$ cat src/rtl/lcd_timing_gen.sv
// LCD timing generator with a serial sub-pixel data path.
// Each pixel occupies CHANNELS clocks and is sent as CHANNELS slices of DATA_W bits,
// most significant slice first. Sync/DE strobes, blanked data and frame/line strobes
// are registered one clock behind the counters; visible/vblank/x/y are combinational.
module lcd_timing_gen #(
    parameter int H_VISIBLE = 320,
    parameter int H_FRONT   = 20,
    parameter int H_SYNC    = 30,
    parameter int H_BACK    = 38,
    parameter int V_VISIBLE = 240,
    parameter int V_FRONT   = 4,
    parameter int V_SYNC    = 3,
    parameter int V_BACK    = 15,
    parameter int CHANNELS  = 3,
    parameter int DATA_W    = 8,
    parameter int X_W       = 9,
    parameter int Y_W       = 8,
    parameter int HSYNC_POL = 0,
    parameter int VSYNC_POL = 0,
    parameter int DE_POL    = 0
) (
    input  logic                         clk,
    input  logic                         resetn,
    input  logic [CHANNELS*DATA_W-1:0]   rgb_data,
    output logic                         visible,
    output logic                         vblank,
    output logic [X_W-1:0]               x,
    output logic [Y_W-1:0]               y,
    output logic [DATA_W-1:0]            lcd_dat,
    output logic                         lcd_hsync,
    output logic                         lcd_vsync,
    output logic                         lcd_den,
    output logic                         frame_start,
    output logic                         line_start
);

    localparam int H_TOTAL = H_VISIBLE + H_FRONT + H_SYNC + H_BACK;
    localparam int V_TOTAL = V_VISIBLE + V_FRONT + V_SYNC + V_BACK;
    localparam int HW      = (H_TOTAL > 1) ? $clog2(H_TOTAL) : 1;
    localparam int VW      = (V_TOTAL > 1) ? $clog2(V_TOTAL) : 1;
    localparam int HW1     = HW + 1;
    localparam int VW1     = VW + 1;

    localparam logic [HW-1:0] H_LAST = HW'(H_TOTAL - 1);
    localparam logic [VW-1:0] V_LAST = VW'(V_TOTAL - 1);

    // One extra bit so window ends equal to the total still compare correctly
    localparam logic [HW:0] H_VIS_E  = HW1'(H_VISIBLE);
    localparam logic [HW:0] HS_BEG   = HW1'(H_VISIBLE + H_FRONT);
    localparam logic [HW:0] HS_END   = HW1'(H_VISIBLE + H_FRONT + H_SYNC);
    localparam logic [VW:0] V_VIS_E  = VW1'(V_VISIBLE);
    localparam logic [VW:0] VS_BEG   = VW1'(V_VISIBLE + V_FRONT);
    localparam logic [VW:0] VS_END   = VW1'(V_VISIBLE + V_FRONT + V_SYNC);

    localparam logic HS_ACT = (HSYNC_POL != 0);
    localparam logic VS_ACT = (VSYNC_POL != 0);
    localparam logic DE_ACT = (DE_POL != 0);

    logic [HW-1:0] h_pos;
    logic [VW-1:0] v_pos;
    logic [HW:0]   h_ext;
    logic [VW:0]   v_ext;
    logic          ch_first;
    logic          pix_end;
    logic          hs_on;
    logic          vs_on;
    logic          fs_on;
    logic          ls_on;

    // Pixel/line counters: h_pos steps on the last channel, v_pos steps on h_pos wrap
    always_ff @(posedge clk) begin
        if (!resetn) begin
            h_pos <= '0;
            v_pos <= '0;
        end else if (pix_end) begin
            if (h_pos == H_LAST) begin
                h_pos <= '0;
                v_pos <= (v_pos == V_LAST) ? '0 : v_pos + 1'b1;
            end else begin
                h_pos <= h_pos + 1'b1;
            end
        end
    end

    // Combinational position decode: visibility, coordinates and strobe conditions
    always_comb begin
        h_ext   = {1'b0, h_pos};
        v_ext   = {1'b0, v_pos};
        visible = (h_ext < H_VIS_E) && (v_ext < V_VIS_E);
        vblank  = (v_ext >= V_VIS_E);
        x       = visible ? X_W'(h_pos) : '0;
        y       = visible ? Y_W'(v_pos) : '0;
        hs_on   = (h_ext >= HS_BEG) && (h_ext < HS_END);
        vs_on   = (v_ext >= VS_BEG) && (v_ext < VS_END);
        fs_on   = ch_first && (h_pos == '0) && (v_pos == '0);
        ls_on   = ch_first && (h_pos == '0) && (v_ext < V_VIS_E);
    end

    // Registered panel strobes, one clock behind the counters
    always_ff @(posedge clk) begin
        if (!resetn) begin
            lcd_hsync   <= ~HS_ACT;
            lcd_vsync   <= ~VS_ACT;
            lcd_den     <= ~DE_ACT;
            frame_start <= 1'b0;
            line_start  <= 1'b0;
        end else begin
            lcd_hsync   <= hs_on   ? HS_ACT : ~HS_ACT;
            lcd_vsync   <= vs_on   ? VS_ACT : ~VS_ACT;
            lcd_den     <= visible ? DE_ACT : ~DE_ACT;
            frame_start <= fs_on;
            line_start  <= ls_on;
        end
    end

    generate
        if (CHANNELS > 1) begin : g_multi
            localparam int CW = $clog2(CHANNELS);
            localparam logic [CW-1:0] CH_LAST = CW'(CHANNELS - 1);

            logic [CW-1:0]              chan;
            logic [CHANNELS*DATA_W-1:0] pix_q;
            logic [DATA_W-1:0]          slice;

            assign ch_first = (chan == '0);
            assign pix_end  = (chan == CH_LAST);

            // Sub-pixel channel counter
            always_ff @(posedge clk) begin
                if (!resetn) begin
                    chan <= '0;
                end else begin
                    chan <= pix_end ? '0 : chan + 1'b1;
                end
            end

            // Select the captured slice for the current channel, MS slice on channel 0
            always_comb begin
                slice = '0;
                for (int unsigned k = 0; k < CHANNELS; k++) begin
                    if (chan == CW'(k)) begin
                        slice = pix_q[(CHANNELS - 1 - k)*DATA_W +: DATA_W];
                    end
                end
            end

            // Channel 0 sends the live MS slice and captures the word; later channels replay it
            always_ff @(posedge clk) begin
                if (!resetn) begin
                    lcd_dat <= '0;
                    pix_q   <= '0;
                end else if (visible) begin
                    if (ch_first) begin
                        lcd_dat <= rgb_data[CHANNELS*DATA_W-1 -: DATA_W];
                        pix_q   <= rgb_data;
                    end else begin
                        lcd_dat <= slice;
                    end
                end else begin
                    lcd_dat <= '0;
                end
            end
        end else begin : g_single
            assign ch_first = 1'b1;
            assign pix_end  = 1'b1;

            // One clock per pixel: the word passes straight through, blanked outside the window
            always_ff @(posedge clk) begin
                if (!resetn) begin
                    lcd_dat <= '0;
                end else begin
                    lcd_dat <= visible ? rgb_data[CHANNELS*DATA_W-1 -: DATA_W] : '0;
                end
            end
        end
    endgenerate

endmodule

$ cat config.mk
export PLATFORM = sky130hd
export DESIGN_NAME = lcd_timing_gen
export DESIGN_NICKNAME = d
export VERILOG_FILES = /design/src/rtl/lcd_timing_gen.sv
export SDC_FILE = /design/constraint.sdc
export NUM_CORES = 1
export LEC_CHECK = 0
export CAP_MARGIN = 10
export CORE_AREA = 4 4 95 97
export CTS_BUF_LIST = sky130_fd_sc_hd__clkbuf_4
export CTS_CLUSTER_SIZE = 30
export DETAILED_ROUTE_END_ITERATION = 8
export DIE_AREA = 0 0 99 101
export SLEW_MARGIN = 10
export SYNTH_ARGS = -nofsm -noshare
export SYNTH_HDL_FRONTEND = slang
export SYNTH_SLANG_ARGS = --single-unit
$ cat constraint.sdc
create_clock -name clk -period 2.35 [get_ports clk]
set_input_delay 0.47 -clock clk [delete_from_list [all_inputs] [get_ports clk]]
set_output_delay 0.47 -clock clk [all_outputs]
set_load 0.01 [all_outputs]
==> results.tsv, run 1 <==
metric	value	unit
post-route clock period utilization	94.7	%
RePlAce Congestion	0.823	
Tot Pwr	0.00176	W
Power Density	561	mW/mm^2
area of the core	0.00813	mm^2
most frequent cells in the layout	48 x dfxtp_1, 44 x nand2_1, 37 x clkdlybuf4s50_1, 25 x a21oi_1, 24 x nand3_1	
# IOs	58	
CP Class	register to primary output	
final net count	389	
Rel. slew slack	71.5	%
Tmin final	2.23	ns
r2r setup slk	0.47	ns
final hold viol count	0	
worst vdd ir	0.183	mV
Main synth FF type	dfxtp_1	
min-delay worst type	register to register	
Placed Cells	452	
via count	2208	
largest net degree at the start of global routing	40	
Seq/Total Area, Yosys	40.5	%
reg2reg path depth	5	
Post-Syn Instances	301	
CTS tree	yes	
hold path depth	2	
final core occ	38.7	%
Cell Chain, Critical Path	and4_4 -> or2_2 -> nor3_1 -> dlygate4sd2_1	
Post-DP HPWL	4260	um
DR pass1 iterations	4	
outcome	completed	
GRT Total Usage	11.7	%
Synth Net Count	335	
DIE AREA	0.0100	mm^2
Setup Total Neg Slack	0	ns
Slowest Stage Delay on Critical Path	0.37	ns
yosys warns	0	
gr ovfl total	0	
clk sinks	49	
Clock Latency Late Sink	0.36	ns
WHS Endpoint	g_multi.pix_q[1]$_SDFFE_PN0P_	
max cap viols	0	
CP delay by family, top	simple AND/OR/NAND/NOR gates	
WL per Instance	12.6	um
CP max FO	7	
post-synthesis cell type count	38	
Die H	101	um
Mean Syn Cell Area	8.04	um^2
FP Rows	33	
n_diodes	0	
RSZ-0062 raised after global routing	false	
Clk pin slew, worst setup/hold paths	0.15	ns
CP Data Required Time	1.88	ns
Vias/cell	4.79	
ys async rst share	0	%
most common cell after layout, fill and taps aside	dfxtp_1	
DR iter-0 viols	126	
Worst Setup Start Kind	register	
share of cells above drive strength 1	12.4	%
# DRC	0	
Final Setup Violations	0	
die width	99	um
clk_skew	0.00610	ns
Worst Path Buf+Inv	1	
first-pass GRT wire length	9650	um
initial core utilization	29.8	%
clk root buf	clkbuf_4	
Inserted Clock Buffers	5	
number of global-route vias before repair	2025	
max-slew violations	0	
IO buf count	57	
crit path DAT	1.76	ns
Worst Tran Pin Value	0.427	ns
Post-synth EDFFs	0	
FF-to-FF Start	v_pos[4]$_SDFFE_PN0P_	
Finished Layout Cells	461	
final WL	5820	um
Worst Min Path Start	g_multi.pix_q[1]$_SDFFE_PN0P_	
Layout area overhead	29.9	%
Leakage	1.25	nW
Seq cells post-synth	49	
clock tree buffer depth	2	
R2R Path End	v_pos[7]$_SDFFE_PN0P_	
hold_buf cts	0	
antenna-violating nets left	0	
initial antenna violation count	0	
Achievable Freq	0.449	GHz
slowest stage cell on the critical path	dfxtp_1	
Cell Area, Synth	0.00242	mm^2
CTS H-tree lvls	2	
element type at the critical path end	primary output	
-- cell families (layout without fill, tap and decap cells) --
logic type,Yosys count,after routing,share of synthesized area (%)
and+or+nand+nor,151,151,32.3
buffers and inverters,32,87,6.56
AOI/OAI and AO/OA,53,53,13.6
adders and majority gates,8,8,4.13
DFF,49,49,40.5
xor gates and xnor gates,8,8,2.89
-- layer usage --
| metal | routed length, um | global-route usage, % | vias to the layer above | part of all wire, % |
|---|---|---|---|---|
| met4 | 88 | 4.94 | 0 | 1.5 |
| met1 | 2500 | 14.4 | 1017 | 43 |
| met5 | 0 | 0 | - | 0 |
| met2 | 3010 | 20.2 | 46 | 52 |
| met3 | 225 | 1.94 | 8 | 3.9 |
| li1 | - | - | 1137 | - |
-- layout make-up --
class / count / area (um^2)
clock inverters: 2 / 13.8
inverters: 9 / 33.8
flip-flops and latches: 49 / 982
repair buffers: 70 / 639
clock buffers: 6 / 45.0
multi-input cells: 220 / 1300
fillers: 852 / 4990
well taps: 105 / 131
-- registers in the layout, indices dropped and copies added (netlist names) --
signal,count
line_start,1
g_multi.chan,2
frame_start,1
lcd_hsync,1
lcd_dat,8
h_pos,9
v_pos,9
lcd_den,1
lcd_vsync,1
g_multi.pix_q,16
-- power by group --
| part | leakage [nW] | internal, W | switching (W) |
|---|---|---|---|
| Combinational | 0.816 | 0.000185 | 0.000223 |
| Sequential | 0.402 | 0.000910 | 0.0000338 |
| Clock | 0.0360 | 0.000132 | 0.000280 |
-- worst max path at each step --
stage / to / from / slack, ns / cells after the start
after CTS: vblank / v_pos[7]$_SDFFE_PN0P_ / 0.02 / 3
after global placement: x[3] / v_pos[6]$_SDFFE_PN0P_ / 0.20 / 5
final: x[1] / v_pos[7]$_SDFFE_PN0P_ / 0.12 / 4
after detailed placement: x[5] / v_pos[6]$_SDFFE_PN0P_ / 0.19 / 5
after global routing: x[0] / v_pos[7]$_SDFFE_PN0P_ / 0.06 / 4
after floorplan: x[4] / v_pos[4]$_SDFFE_PN0P_ / 0.38 / 6
-- cells in the mapped netlist, types with 7 or more instances --
cell	number	area, um^2
a21oi_1	25	125
nand3b_1	10	75.1
o22ai_1	7	43.8
and2_1	13	81.3
nor3_1	7	35.0
nand4_1	7	43.8
dfxtp_1	49	981
clkbuf_1	15	56.3
nand3_1	24	120
ha_1	8	100
nor2_1	23	86.3
nand2_1	44	165
inv_1	9	33.8
o21ai_2	12	105
-- per-stage QoR --
step                      area (um^2)  hold WS, ns  setup WS (ns)
after floorplan                  2420        0.437          0.376
after global placement           3080        0.446          0.204
after detailed placement         3080        0.451          0.188
after CTS                        3130        0.461         0.0198
after global routing             3150        0.481         0.0556
final                            3150        0.465          0.125
-- worst register-to-register path: cells and delay by family (launching register included) --
family / cells / cell delay, ns
AND/OR/NAND/NOR: 3 / 1.14
buffers and inverters: 1 / 0.16
flip-flops: 1 / 0.35
AO/OA/AOI/OAI: 1 / 0.13
-- timing repair --
| item | in CTS | in global routing |
|---|---|---|
| setup buffers | 1 | 0 |
| setup endpoints to repair | 18 | 13 |
| resized for setup | 21 | 6 |
(Power assumes the default switching activity.)
==> run 2, diff against run 1 <==
--- a/config.mk
+++ b/config.mk
@@ -7,10 +7,10 @@
 export LEC_CHECK = 0
 export CAP_MARGIN = 10
 export CORE_AREA = 4 4 95 97
-export CTS_BUF_LIST = sky130_fd_sc_hd__clkbuf_4
 export CTS_CLUSTER_SIZE = 30
 export DETAILED_ROUTE_END_ITERATION = 8
 export DIE_AREA = 0 0 99 101
+export SKIP_CTS_REPAIR_TIMING = 1
 export SLEW_MARGIN = 10
 export SYNTH_ARGS = -nofsm -noshare
 export SYNTH_HDL_FRONTEND = slang
==> results.tsv, run 2 (same netlist as run 1, synthesis figures left out) <==
metric	value	unit	change
Placed Cells	452		unchanged
final hold viol count	0		unchanged
RePlAce Congestion	0.823		unchanged
Leakage	1.49	nW	+19%
clk sinks	49		unchanged
antenna-violating nets left	0		unchanged
Worst Path Buf+Inv	2		+1
Layout area overhead	34.0	%	
Worst Min Path Start	g_multi.pix_q[1]$_SDFFE_PN0P_		
Rel. slew slack	72.4	%	+0.97 points
element type at the critical path end	primary output		
Final Setup Violations	0		unchanged
Tmin final	2.25	ns	+0.0242 ns
IO buf count	57		unchanged
share of cells above drive strength 1	12.1	%	-0.28 points
outcome	completed		
Worst Setup Start Kind	register		
final WL	5850	um	+0.52%
Largest regs	g_multi.pix_q (16), h_pos (9), v_pos (9)		
DR pass1 iterations	4		unchanged
tightest hold margin	0.459	ns	-0.00638 ns
worst setup margin	0.100	ns	-0.0242 ns
R2R Path End	v_pos[7]$_SDFFE_PN0P_		
number of global-route vias before repair	1994		-1.5%
Achievable Freq	0.445	GHz	-1.1%
DR iter-0 viols	121		-4.0%
Worst Tran Pin Value	0.412	ns	-0.0146 ns
CP max FO	7		unchanged
Power Density	573	mW/mm^2	+2.2%
Cell Chain, Critical Path	and4_4 -> nor3_4 -> buf_4 -> clkdlybuf4s50_1		
clk root buf	clkbuf_8		
# DRC	0		unchanged
CTS tree	yes		
largest net degree at the start of global routing	40		unchanged
reg2reg path depth	6		+1
hold path depth	2		unchanged
Post-DP HPWL	4260	um	unchanged
most frequent cells in the layout	48 x dfxtp_1, 44 x nand2_1, 39 x clkdlybuf4s50_1, 25 x a21oi_1, 24 x nand3_1		
RSZ-0062 raised after global routing	false		
die width	99	um	unchanged
worst vdd ir	0.213	mV	+16%
CP Data Required Time	1.88	ns	about the same
max cap viols	0		unchanged
max reg flops	16		unchanged
FP Rows	33		unchanged
dpl ws	0.188	ns	unchanged
CP delay by family, top	buffers and inverters		
Slowest Stage Delay on Critical Path	0.54	ns	+0.17 ns
WP depth	4		unchanged
FF-to-FF Start	h_pos[0]$_SDFFE_PN0P_		
initial antenna violation count	0		unchanged
via count	2211		+0.14%
WL per Instance	12.7	um	+0.52%
Critical Path Source	v_pos[7]$_SDFFE_PN0P_		
initial core utilization	29.8	%	unchanged
WHS Endpoint	g_multi.pix_q[1]$_SDFFE_PN0P_		
first-pass GRT wire length	9600	um	-0.58%
GRT Total Usage	11.7	%	-0.014 points
slowest stage cell on the critical path	clkdlybuf4s50_1		
gr ovfl total	0		unchanged
crit path DAT	1.78	ns	+0.02 ns
min-delay worst type	register to register		
final net count	389		unchanged
CP Class	register to primary output		
Inserted Clock Buffers	5		unchanged
Clk pin slew, worst setup/hold paths	0.09	ns	-0.06 ns
r2r setup slk	0.47	ns	about the same
# IOs	58		unchanged
Die H	101	um	unchanged
DIE AREA	0.0100	mm^2	unchanged
clk_skew	0.00599	ns	-0.000102 ns
CTS H-tree lvls	2		unchanged
n_diodes	0		unchanged
post-route clock period utilization	95.7	%	+1.0 points
Reg with most FFs	g_multi.pix_q		
most common cell after layout, fill and taps aside	dfxtp_1		
clock tree buffer depth	2		unchanged
Finished Layout Cells	461		unchanged
max-slew violations	0		unchanged
Vias/cell	4.80		+0.14%
fillers	831		-2.5%
Clock Latency Late Sink	0.31	ns	-0.05 ns
area of the core	0.00813	mm^2	unchanged
[run 2: changes by cell type in the layout (fill, tap and decap cells not counted)]
cell,change
buf_4,-1
clkbuf_4,-6
dlymetal6s2s_1,+16
buf_6,+1
o21a_1,-1
clkbuf_2,-1
dlygate4sd2_1,-17
clkbuf_1,+1
o21a_2,+1
clkdlybuf4s50_1,+2
clkbuf_8,+5
[run 2: worst max path at each step]
stage,endpoint,slack (ns)
after global placement,x[3],0.20
after floorplan,x[4],0.38
after global routing,visible,0.04
final,visible,0.10
after detailed placement,x[5],0.19
after CTS,x[5],-0.17
[run 2: routing by layer]
metal,routed length (um),track usage (%)
met2,3040,20.4
met4,90,4.62
met3,185,1.80
met5,0,0
met1,2540,14.5
[run 2: tightest hold or removal path: cells and delay by family (launching register included)]
kind,cells,cell delay (ns)
flops,1,0.32
simple gates,1,0.05
compound gates,1,0.05
[run 2: power breakdown]
part | total (W) | internal (W) | leakage (nW) | switching, W
logic | 0.000410 | 0.000187 | 1.04 | 0.000223
clock network | 0.000506 | 0.000213 | 0.0456 | 0.000293
registers | 0.000943 | 0.000909 | 0.402 | 0.0000337
[run 2: final cells by class]
type / instances / area (um^2) / share of cell area, %
multi-input combinational: 220 / 1300 / 40.1
sequential: 49 / 982 / 30.3
timing repair buffer: 70 / 709 / 21.9
tap: 105 / 131 / 4.05
clock buffer: 6 / 72.6 / 2.24
inverter: 9 / 33.8 / 1.04
clock inverter: 2 / 13.8 / 0.424
[run 2: through the flow]
step                      setup TNS [ns]  cell area (um^2)  power, W  utilization (%)
after floorplan                        0              2420   0.00124                -
after global placement                 0              3080   0.00138             37.9
after detailed placement               0              3080   0.00138             37.9
after CTS                          -2.49              3170   0.00189             39.0
after global routing                   0              3240   0.00197             39.9
final                                  0              3240   0.00186             39.9
